--- config.mk ---
export PLATFORM = sky130hd
export DESIGN_NAME = ex_hazard_ctrl
export DESIGN_NICKNAME = d
export VERILOG_FILES = /design/src/rtl/ex_ctrl_pkg.sv /design/src/rtl/ex_hazard_match.sv /design/src/rtl/ex_hazard_ctrl.sv
export SDC_FILE = /design/constraint.sdc
export NUM_CORES = 1
export LEC_CHECK = 0
export BUFFER_PORTS_ARGS = -buffer_cell sky130_fd_sc_hd__clkbuf_2
export CAP_MARGIN = 20
export CORE_ASPECT_RATIO = 0.9
export CORE_MARGIN = 5
export CORE_UTILIZATION = 44
export CTS_BUF_LIST = sky130_fd_sc_hd__clkbuf_8
export CTS_CLUSTER_SIZE = 12
export DETAILED_ROUTE_END_ITERATION = 10
export GPL_ROUTABILITY_DRIVEN = 0
export MAX_ROUTING_LAYER = met4
export PLACE_DENSITY = 0.93
export SYNTH_ARGS = -nofsm -noshare
export SYNTH_HDL_FRONTEND = slang
export SYNTH_SLANG_ARGS = --single-unit
--- constraint.sdc ---
create_clock -name i_clk -period 1.8 [get_ports i_clk]
set_clock_uncertainty 0.05 [all_clocks]
set_input_delay 0.18 -clock i_clk [delete_from_list [all_inputs] [get_ports i_clk]]
set_output_delay 0.18 -clock i_clk [all_outputs]
set_load 0.05 [all_outputs]
--- src/rtl/ex_ctrl_pkg.sv ---
// ----------------------------------------------------------------------------
// ex_ctrl_pkg
// Shared types for the execute-stage hazard controller:
//   state_t    - controller FSM states (RUN, STALL, FLUSH)
//   ex_slot_t  - tracking record for the instruction now in EX
//   mem_slot_t - tracking record for the instruction now in MEM
//   REG_X0     - architectural zero register, never forwarded, never stalls
// ----------------------------------------------------------------------------
package ex_ctrl_pkg;

    typedef enum logic [1:0] {
        RUN   = 2'd0,
        STALL = 2'd1,
        FLUSH = 2'd2
    } state_t;

    typedef struct packed {
        logic       vld;
        logic [4:0] rd;
        logic       wen;
        logic       load;
    } ex_slot_t;

    // The load flag only matters while the producer is one stage ahead of
    // decode, so the MEM record does not carry it.
    typedef struct packed {
        logic       vld;
        logic [4:0] rd;
        logic       wen;
    } mem_slot_t;

    localparam logic [4:0] REG_X0 = 5'd0;

endpackage : ex_ctrl_pkg

--- src/rtl/ex_hazard_match.sv ---
// ----------------------------------------------------------------------------
// ex_hazard_match
// Combinational comparator: does a tracked producer slot write the register
// that a decode source operand reads?
// Ports:
//   slot_vld, slot_wen, slot_rd : producer slot contents
//   rs, rs_used                 : decode source register and its use flag
//   hit                         : operand depends on the slot (x0 excluded)
// ----------------------------------------------------------------------------
module ex_hazard_match
    import ex_ctrl_pkg::*;
(
    input  logic       slot_vld,
    input  logic       slot_wen,
    input  logic [4:0] slot_rd,
    input  logic [4:0] rs,
    input  logic       rs_used,
    output logic       hit
);

    // x0 reads are constant zero, so they never depend on a producer.
    always_comb begin
        hit = slot_vld & slot_wen & rs_used & (rs == slot_rd) & (rs != REG_X0);
    end

endmodule : ex_hazard_match

--- src/rtl/ex_hazard_ctrl.sv ---
// ----------------------------------------------------------------------------
// ex_hazard_ctrl
// Execute-stage hazard controller. Tracks the EX and MEM destination slots,
// registers operand-forwarding selects at issue, stalls fetch/decode for one
// cycle on a load-use hazard and sequences a FLUSH_DEPTH-cycle flush when EX
// resolves a redirect. Redirect takes priority over load-use.
// Parameters: FLUSH_DEPTH (1..3) flush cycles, CNT_W counter width.
// Ports:
//   i_clk, i_rst_n (synchronous, active low)
//   i_id_*         : decode-stage instruction fields
//   i_ex_redirect  : EX resolved a control transfer
//   o_pc_stall, o_id_stall, o_ex_bubble, o_flush : combinational controls
//   o_frwd_*       : registered forwarding selects for the instruction in EX
//   o_stall_cnt, o_flush_cnt : performance counters
// Build option: define EX_HAZARD_PERF_EN to implement the counters; when
// undefined the counter ports are tied to zero.
// ----------------------------------------------------------------------------
module ex_hazard_ctrl
    import ex_ctrl_pkg::*;
#(
    parameter int FLUSH_DEPTH = 2,
    parameter int CNT_W       = 32
)(
    input  logic             i_clk,
    input  logic             i_rst_n,
    input  logic             i_id_vld,
    input  logic [4:0]       i_id_rs1_raddr,
    input  logic [4:0]       i_id_rs2_raddr,
    input  logic             i_id_rs1_used,
    input  logic             i_id_rs2_used,
    input  logic [4:0]       i_id_rd_waddr,
    input  logic             i_id_rd_wen,
    input  logic             i_id_mem_read,
    input  logic             i_ex_redirect,
    output logic             o_pc_stall,
    output logic             o_id_stall,
    output logic             o_ex_bubble,
    output logic             o_flush,
    output logic             o_frwd_alu_op1,
    output logic             o_frwd_mem_op1,
    output logic             o_frwd_alu_op2,
    output logic             o_frwd_mem_op2,
    output logic [CNT_W-1:0] o_stall_cnt,
    output logic [CNT_W-1:0] o_flush_cnt
);

    localparam logic [1:0] FLUSH_LOAD = 2'(FLUSH_DEPTH - 1);

    state_t     state;
    state_t     state_nxt;
    logic [1:0] fcnt;
    logic [1:0] fcnt_nxt;
    ex_slot_t   ex_slot;
    mem_slot_t  mem_slot;

    logic ex_hit1;
    logic ex_hit2;
    logic mem_hit1;
    logic mem_hit2;
    logic flushing;
    logic stall;
    logic bubble;
    logic issue;

    ex_hazard_match u_ex_rs1 (
        .slot_vld (ex_slot.vld), .slot_wen (ex_slot.wen), .slot_rd (ex_slot.rd),
        .rs (i_id_rs1_raddr), .rs_used (i_id_rs1_used), .hit (ex_hit1)
    );
    ex_hazard_match u_ex_rs2 (
        .slot_vld (ex_slot.vld), .slot_wen (ex_slot.wen), .slot_rd (ex_slot.rd),
        .rs (i_id_rs2_raddr), .rs_used (i_id_rs2_used), .hit (ex_hit2)
    );
    ex_hazard_match u_mem_rs1 (
        .slot_vld (mem_slot.vld), .slot_wen (mem_slot.wen), .slot_rd (mem_slot.rd),
        .rs (i_id_rs1_raddr), .rs_used (i_id_rs1_used), .hit (mem_hit1)
    );
    ex_hazard_match u_mem_rs2 (
        .slot_vld (mem_slot.vld), .slot_wen (mem_slot.wen), .slot_rd (mem_slot.rd),
        .rs (i_id_rs2_raddr), .rs_used (i_id_rs2_used), .hit (mem_hit2)
    );

    // Hazard decode and next-state logic; redirect overrides any load-use.
    always_comb begin
        state_nxt = state;
        fcnt_nxt  = fcnt;
        flushing  = i_ex_redirect | (state == FLUSH);
        stall     = i_id_vld & ex_slot.load & (ex_hit1 | ex_hit2) & ~flushing;
        bubble    = stall | flushing;
        issue     = i_id_vld & ~bubble;
        if (i_ex_redirect) begin
            // The redirect cycle itself is the first flush cycle.
            fcnt_nxt = FLUSH_LOAD;
            if (FLUSH_LOAD == 2'd0) begin
                state_nxt = RUN;
            end else begin
                state_nxt = FLUSH;
            end
        end else begin
            case (state)
                RUN: begin
                    if (stall) begin
                        state_nxt = STALL;
                    end else begin
                        state_nxt = RUN;
                    end
                end
                STALL: begin
                    state_nxt = RUN;
                end
                FLUSH: begin
                    if (fcnt <= 2'd1) begin
                        state_nxt = RUN;
                        fcnt_nxt  = 2'd0;
                    end else begin
                        state_nxt = FLUSH;
                        fcnt_nxt  = fcnt - 2'd1;
                    end
                end
                default: begin
                    state_nxt = RUN;
                    fcnt_nxt  = 2'd0;
                end
            endcase
        end
    end

    assign o_pc_stall  = stall;
    assign o_id_stall  = stall;
    assign o_ex_bubble = bubble;
    assign o_flush     = flushing;

    // State, slot tracking and registered forwarding selects.
    always_ff @(posedge i_clk) begin
        if (!i_rst_n) begin
            state          <= RUN;
            fcnt           <= 2'd0;
            ex_slot        <= '0;
            mem_slot       <= '0;
            o_frwd_alu_op1 <= 1'b0;
            o_frwd_mem_op1 <= 1'b0;
            o_frwd_alu_op2 <= 1'b0;
            o_frwd_mem_op2 <= 1'b0;
        end else begin
            state    <= state_nxt;
            fcnt     <= fcnt_nxt;
            mem_slot <= '{vld: ex_slot.vld, rd: ex_slot.rd, wen: ex_slot.wen};
            if (issue) begin
                ex_slot <= '{vld: 1'b1, rd: i_id_rd_waddr, wen: i_id_rd_wen,
                             load: i_id_mem_read};
            end else begin
                ex_slot <= '0;
            end
            // The younger producer (EX) wins over MEM so the two never overlap.
            o_frwd_alu_op1 <= issue & ex_hit1;
            o_frwd_mem_op1 <= issue & ~ex_hit1 & mem_hit1;
            o_frwd_alu_op2 <= issue & ex_hit2;
            o_frwd_mem_op2 <= issue & ~ex_hit2 & mem_hit2;
        end
    end

`ifdef EX_HAZARD_PERF_EN
    logic [CNT_W-1:0] stall_cnt;
    logic [CNT_W-1:0] flush_cnt;

    // Saturating counters of load-use stall cycles and accepted redirects.
    always_ff @(posedge i_clk) begin
        if (!i_rst_n) begin
            stall_cnt <= '0;
            flush_cnt <= '0;
        end else begin
            if (stall && (stall_cnt != {CNT_W{1'b1}})) begin
                stall_cnt <= stall_cnt + CNT_W'(1);
            end else begin
                stall_cnt <= stall_cnt;
            end
            if (i_ex_redirect && (flush_cnt != {CNT_W{1'b1}})) begin
                flush_cnt <= flush_cnt + CNT_W'(1);
            end else begin
                flush_cnt <= flush_cnt;
            end
        end
    end

    assign o_stall_cnt = stall_cnt;
    assign o_flush_cnt = flush_cnt;
`else
    assign o_stall_cnt = {CNT_W{1'b0}};
    assign o_flush_cnt = {CNT_W{1'b0}};
`endif

endmodule : ex_hazard_ctrl
==> results of run 1 <==
critical path: cells and delay by family, from the launching register on:
kind	cells	cell delay, ns
simple gates	3	0.51
flops	1	0.37
buf+inv	1	0.19
xor+xnor	1	0.14
compound gates	1	0.13
cell type report:
class | count | area, µm²
Clock buffer | 3 | 41.3
Clock inverter | 1 | 7.51
Fill cell | 323 | 1590
Inverter | 1 | 3.75
Multi-Input combinational cell | 136 | 826
Sequential cell | 23 | 468
Tap cell | 44 | 55.1
Timing Repair Buffer | 51 | 335
cell usage in the layout, fill, tap and decap left out, types with 4 or more instances in the layout:
cell and count:
conb_1 64, xnor2_1 9, and3_1 10, and2_1 8
dfxtp_1 19, xnor2_2 5, clkbuf_2 27, nand4_1 4
buf_4 21, clkbuf_8 5, xor2_1 6
what timing repair did:
item	CTS	global route
pin swaps	7	1
setup buffers	6	1
endpoints found under the setup margin	3	4
resized for setup	14	6
power by group:
part           switching [mW]  internal (mW)  leakage [nW]
clock                   0.163          0.156        0.0217
combinational           0.358         0.0770         0.668
sequential            0.00906          0.517         0.189
total                   0.530          0.751         0.879
how the worst min path moves through the flow:
stage	depth (start not counted)	start	end
2_1_floorplan	1	i_rst_n	fcnt[0]
3_3_place_gp	2	i_id_rd_waddr[3]	ex_slot[5]
3_5_place_dp	2	i_id_rd_waddr[3]	ex_slot[5]
4_1_cts	2	i_id_rd_waddr[3]	ex_slot[5]
5_1_grt	2	i_id_rd_waddr[3]	ex_slot[5]
6_report	2	i_id_rd_waddr[1]	ex_slot[3]
stage by stage:
step / util / instance area (µm²) / setup TNS [ns] / hold WS [ns] / worst slack [ns]
2_1_floorplan: - / 1740 / 0 / 0.248 / 0.00569
3_3_place_gp: 0.465 / 1550 / -0.0766 / 0.356 / -0.0414
3_5_place_dp: 0.465 / 1550 / -0.171 / 0.358 / -0.0720
4_1_cts: 0.509 / 1690 / -0.0945 / 0.0731 / -0.0392
5_1_grt: 0.522 / 1740 / -0.442 / 0.0679 / -0.151
6_report: 0.522 / 1740 / -0.101 / 0.0851 / -0.0396
registers in the layout, indices dropped and copies added (netlist names):
signal	flops
o_frwd_alu_op1	1
mem_slot	7
fcnt	2
o_frwd_alu_op2	1
o_frwd_mem_op2	1
state	2
o_frwd_mem_op1	1
ex_slot	8
synthesized netlist by cell type, types with 2 or more instances:
master and instances:
xnor2_1 14, nor2b_1 3, and3_1 10, nor3_1 3
xor2_1 6, and2_1 8, a21oi_1 3, nor4_1 4
buf_4 65, nand4_1 4, dfxtp_1 23, nand3_1 2
cells by family (layout without fill, tap and decap cells):
logic type      Yosys count  after routing  synth area share
buf+inv                  68             56             0.340
simple gates             44             44             0.188
flops                    23             23             0.309
xor+xnor                 20             20             0.118
compound gates            8              8            0.0428
other cells               1             64           0.00252
layer usage:
metal  vias up  GRT usage
li1        512          -
met1       471      0.133
met2        41      0.213
met3         4     0.0260
met4         0     0.0493
met5         -          -
==> results.sh, run 1 <==
export IMPL_outcome="finished, violations left"
export IMPL_violations="setup timing"
export IMPL_detailroute_wirelength_met3_um=197
export IMPL_critical_path_max_stage_delay_ns=0.37
export IMPL_yosysSeqAreaShare=0.309
export IMPL_syn_to_final_growth_pct=16.5
export IMPL_post_drt_via_cell_ratio=3.97
export IMPL_report_final_hold_viol_count=0
export IMPL_boundaryPins=95
export IMPL_slowest_stage="dfxtp_4"
export IMPL_tritoncts="done"
export IMPL_ff2ff_setup_slack_ns=0.11
export IMPL_fin_nets=239
export IMPL_port_buffer_count=30
export IMPL_first_pass_iters=4
export IMPL_maxCapViolations=0
export IMPL_core_area_um2=3330
export IMPL_fmax_mhz=544
export IMPL_design_power_total_mw=1.28
export IMPL_timing_critical_path_to_type="output pin"
export IMPL_antennaDiodeCount=0
export IMPL_period_share=1.02
export IMPL_grt_pass1_vias=948
export IMPL_critical_path_startpoint="ex_slot[6]"
export IMPL_detail_route_iter0_violations=31
export IMPL_drc=0
export IMPL_reg2reg_to="o_frwd_mem_op1"
export IMPL_final_cell_count_no_fill=259
export IMPL_die_y_um=65.2
export IMPL_std_cell_rows=20
export IMPL_place_detailed_hpwl_um=2460
export IMPL_post_route_min_period_ns=1.84
export IMPL_final_max_slew_viols=0
export IMPL_timing_critical_path_fanout_max=3
export IMPL_grtUsageTotal=0.121
export IMPL_place_detailed_instances=248
export IMPL_crit_path_end="o_pc_stall"
export IMPL_setup_violations_final=3
export IMPL_crit_arrival_ns=1.61
export IMPL_syn_instance_count=164
export IMPL_drt_antenna_violating_nets=0
export IMPL_global_route_overflow_total=0
export IMPL_crit_chain="xnor2_2 > nand4_1 > nor3_2 > o21bai_2 > nor2_4 > clkbuf_8"
export IMPL_insertion_delay_ns=0.26
export IMPL_synth_ff_latch_count=23
export IMPL_fp_dieW_um=71.3
export IMPL_antenna_found_initial=0
export IMPL_die_area_um2=4650
export IMPL_timing_setup_critical_path_class="flip-flop to output pin"
export IMPL_worstSetupStartpointType="flip-flop"
export IMPL_post_route_cells_drive_above_1_share=0.353
export IMPL_numCtsBuffers=3
export IMPL_route_top_layer_used="met4"
export IMPL_rsz0062_at_grt="yes"
export IMPL_yosysTopAreaCellShare=0.327
export IMPL_vias=1028
export IMPL_clk_path_buf_depth=2
export IMPL_detail_route_wirelength_met1_um=1050
export IMPL_wl_per_cell_um=11.6
export IMPL_worst_r2r_path_depth=9
export IMPL_synthesis_area_per_instance_um2=9.09
export IMPL_met2_wl_um=1710
export IMPL_top_reg_cell_synth="dfxtp_1"
export IMPL_leakagePower_nw=0.879
export IMPL_cp_required_ns=1.57
export IMPL_count_of_synthesis_stage_warnings_from_yosys=0
export IMPL_cts_root_buf="clkbuf_8"
export IMPL_startpoint_of_the_lowest_slack_register_to_register_path="ex_slot[6]"
export IMPL_synth_top_cells_by_area="buf_4 (33%), dfxtp_1 (31%), xnor2_1 (8.2%), and3_1 (4.2%), xor2_1 (3.5%)"
export IMPL_post_route_worst_setup_slack_ns=-0.0396
export IMPL_initial_standard_cell_utilization_of_the_core=0.448
export IMPL_number_of_unique_standard_cell_types_used_by_synthesis=31
export IMPL_power_density_nw_per_um2=738
export IMPL_peakVddDrop_mv=0.417
export IMPL_synth_enable_flop_cells=0
export IMPL_synthDominantAreaCellType="buf_4"
export IMPL_clkSlewWorstSetupHoldPaths_ns=0.08
export IMPL_clock_sink_count=23
export IMPL_ys_async_sr_fraction=0
export IMPL_cts_hold_buf=0
export IMPL_total_routed_length_um=3000
export IMPL_cts_max_level=1
export IMPL_grt_pass1_wl_um=4310
export IMPL_grt_start_max_net_pins=15
export IMPL_hold_class="input port to flip-flop"
export IMPL_netlist_area_um2=1490
(Power assumes the default switching activity.)
==> run 2, diff against run 1 <==
- SETUP_SLACK_MARGIN: not set -> 0.5
==> results.sh, run 2 (synthesized netlist as in run 1, its figures left out) <==
export IMPL_pre_cts_slack_ns=-0.0397
export IMPL_clk_path_buf_depth=2
export IMPL_clock_sink_count=23
export IMPL_fin_nets=248
export IMPL_power_switching_mw=0.549
export IMPL_timing_setup_critical_path_class="flip-flop to output pin"
export IMPL_drt_antenna_violating_nets=0
export IMPL_cts_hold_buf=0
export IMPL_largest_register_ffs=8
export IMPL_power_density_nw_per_um2=690
export IMPL_outcome="finished, violations left"
export IMPL_rsz0062_at_grt="yes"
export IMPL_post_route_cells_drive_above_1_share=0.411
export IMPL_hold_class="input port to flip-flop"
export IMPL_crit_arrival_ns=1.61
export IMPL_core_area_um2=3330
export IMPL_cp_required_ns=1.57
export IMPL_numCtsBuffers=3
export IMPL_die_y_um=65.2
export IMPL_leakagePower_nw=0.952
export IMPL_place_detailed_instances=249
export IMPL_clkSlewWorstSetupHoldPaths_ns=0.08
export IMPL_antenna_found_initial=0
export IMPL_final_cell_count_no_fill=268
export IMPL_pwr_share_seq=0.397
export IMPL_boundaryPins=95
export IMPL_grt_pass1_vias=1051
export IMPL_first_pass_iters=4
export IMPL_insertion_delay_ns=0.27
export IMPL_power_internal_mw=0.769
export IMPL_grt_start_max_net_pins=15
export IMPL_report_final_hold_viol_count=0
export IMPL_tritoncts="done"
export IMPL_top_library_cells_by_usage_in_the_layout_fill_and_taps_aside="conb_1 (64), clkbuf_2 (26), buf_4 (24)"
export IMPL_timing_critical_path_fanout_max=3
export IMPL_largest_regs="ex_slot: 8 flops, mem_slot: 7 flops"
export IMPL_total_routed_length_um=3290
export IMPL_timing_critical_path_to_type="output pin"
export IMPL_die_area_um2=4650
export IMPL_global_route_overflow_total=0
export IMPL_vias=1078
export IMPL_tns_ns=-0.0986
export IMPL_cts_max_level=1
export IMPL_detail_route_iter0_violations=29
export IMPL_layout_commonest_cell="conb_1"
export IMPL_peakVddDrop_mv=0.405
export IMPL_post_route_min_period_ns=1.84
export IMPL_wl_per_cell_um=12.3
export IMPL_initial_standard_cell_utilization_of_the_core=0.448
export IMPL_clkPwrFrac=0.249
export IMPL_holdWs_ns=0.0888
export IMPL_period_share=1.02
export IMPL_violations="setup timing"
export IMPL_place_detailed_hpwl_um=2320
export IMPL_cts_root_buf="clkbuf_8"
export IMPL_post_drt_via_cell_ratio=4.02
export IMPL_fmax_mhz=544
export IMPL_antennaDiodeCount=0
export IMPL_drc=0
export IMPL_worstSetupStartpointType="flip-flop"
export IMPL_switching_fraction_of_total_power=0.416
export IMPL_final_max_slew_viols=0
export IMPL_syn_to_final_growth_pct=28.3
export IMPL_maxCapViolations=0
export IMPL_register_with_the_highest_flop_count="ex_slot"
export IMPL_grt_pass1_wl_um=4400
export IMPL_grtUsageTotal=0.125
export IMPL_setup_violations_final=3
export IMPL_std_cell_rows=20
export IMPL_fp_dieW_um=71.3
export IMPL_post_route_worst_setup_slack_ns=-0.0382
export IMPL_port_buffer_count=30
export IMPL_comb_power_share=0.355
-- run 2: cell count changes in the layout (fill, tap and decap cells not counted), moves of 3 or more --
cell,before,now
dfxtp_1,19,16
dfxtp_4,1,4
buf_4,21,24
buf_6,0,6
-- run 2: final timing paths --
path	slack (ns)	depth (start not counted)	from	end
hold / removal	0.09	2	i_id_rd_waddr[0]	ex_slot[2]
hold reg to reg	0.42	1	state[0]	state[0]
setup / recovery	-0.04	6	ex_slot[2]	o_id_stall
setup reg to reg	0.02	9	ex_slot[6]	o_frwd_mem_op1
-- run 2: power by group through the flow --
stage	clock [mW]	sequential, mW	combinational, mW
6_report	0.328	0.523	0.467
5_1_grt	0.350	0.524	0.487
4_1_cts	0.330	0.526	0.446
3_5_place_dp	0	0.539	0.418
3_3_place_gp	0	0.538	0.414
2_1_floorplan	0	0.536	0.460
-- run 2: per-stage QoR --
step	total power, mW	util	instance area (µm²)
2_1_floorplan	0.997	-	1760
3_3_place_gp	0.952	0.472	1570
3_5_place_dp	0.957	0.472	1570
4_1_cts	1.30	0.546	1820
5_1_grt	1.36	0.574	1910
6_report	1.32	0.574	1910
-- run 2: layout make-up --
type / count / area, µm²
flip-flops and latches: 23 / 479
clock buffers: 3 / 41.3
multi-input cells: 136 / 880
repair buffers: 60 / 445
inverters: 1 / 3.75
clock inverters: 1 / 7.51
fillers: 294 / 1420
well taps: 44 / 55.1
-- run 2: repair_timing --
action                                  4_1_cts  5_1_grt
pin swaps                                     6        1
endpoints found under the setup margin       16       17
gates resized for setup                      23       14
endpoints found under the hold margin         0        0
cloned                                        1        0
buffers inserted                             11        3
-- run 2: layer usage --
layer  wire length, µm  vias to the layer above  GRT usage  part of all wire
met1              1260                      493      0.134              0.38
met5                 0                        -          -                 0
met2              1740                       45      0.206              0.53
met4                77                        0     0.0822             0.023
li1                  -                      532          -                 -
met3               209                        8     0.0275             0.064
-- run 2: critical path, stage by stage, from the launching register on --
cell and delay (ns):
dfxtp_4 0.38, xnor2_2 0.16, nand4_1 0.15, nor3_2 0.20
o21bai_2 0.15, nor2_4 0.12, clkbuf_8 0.19
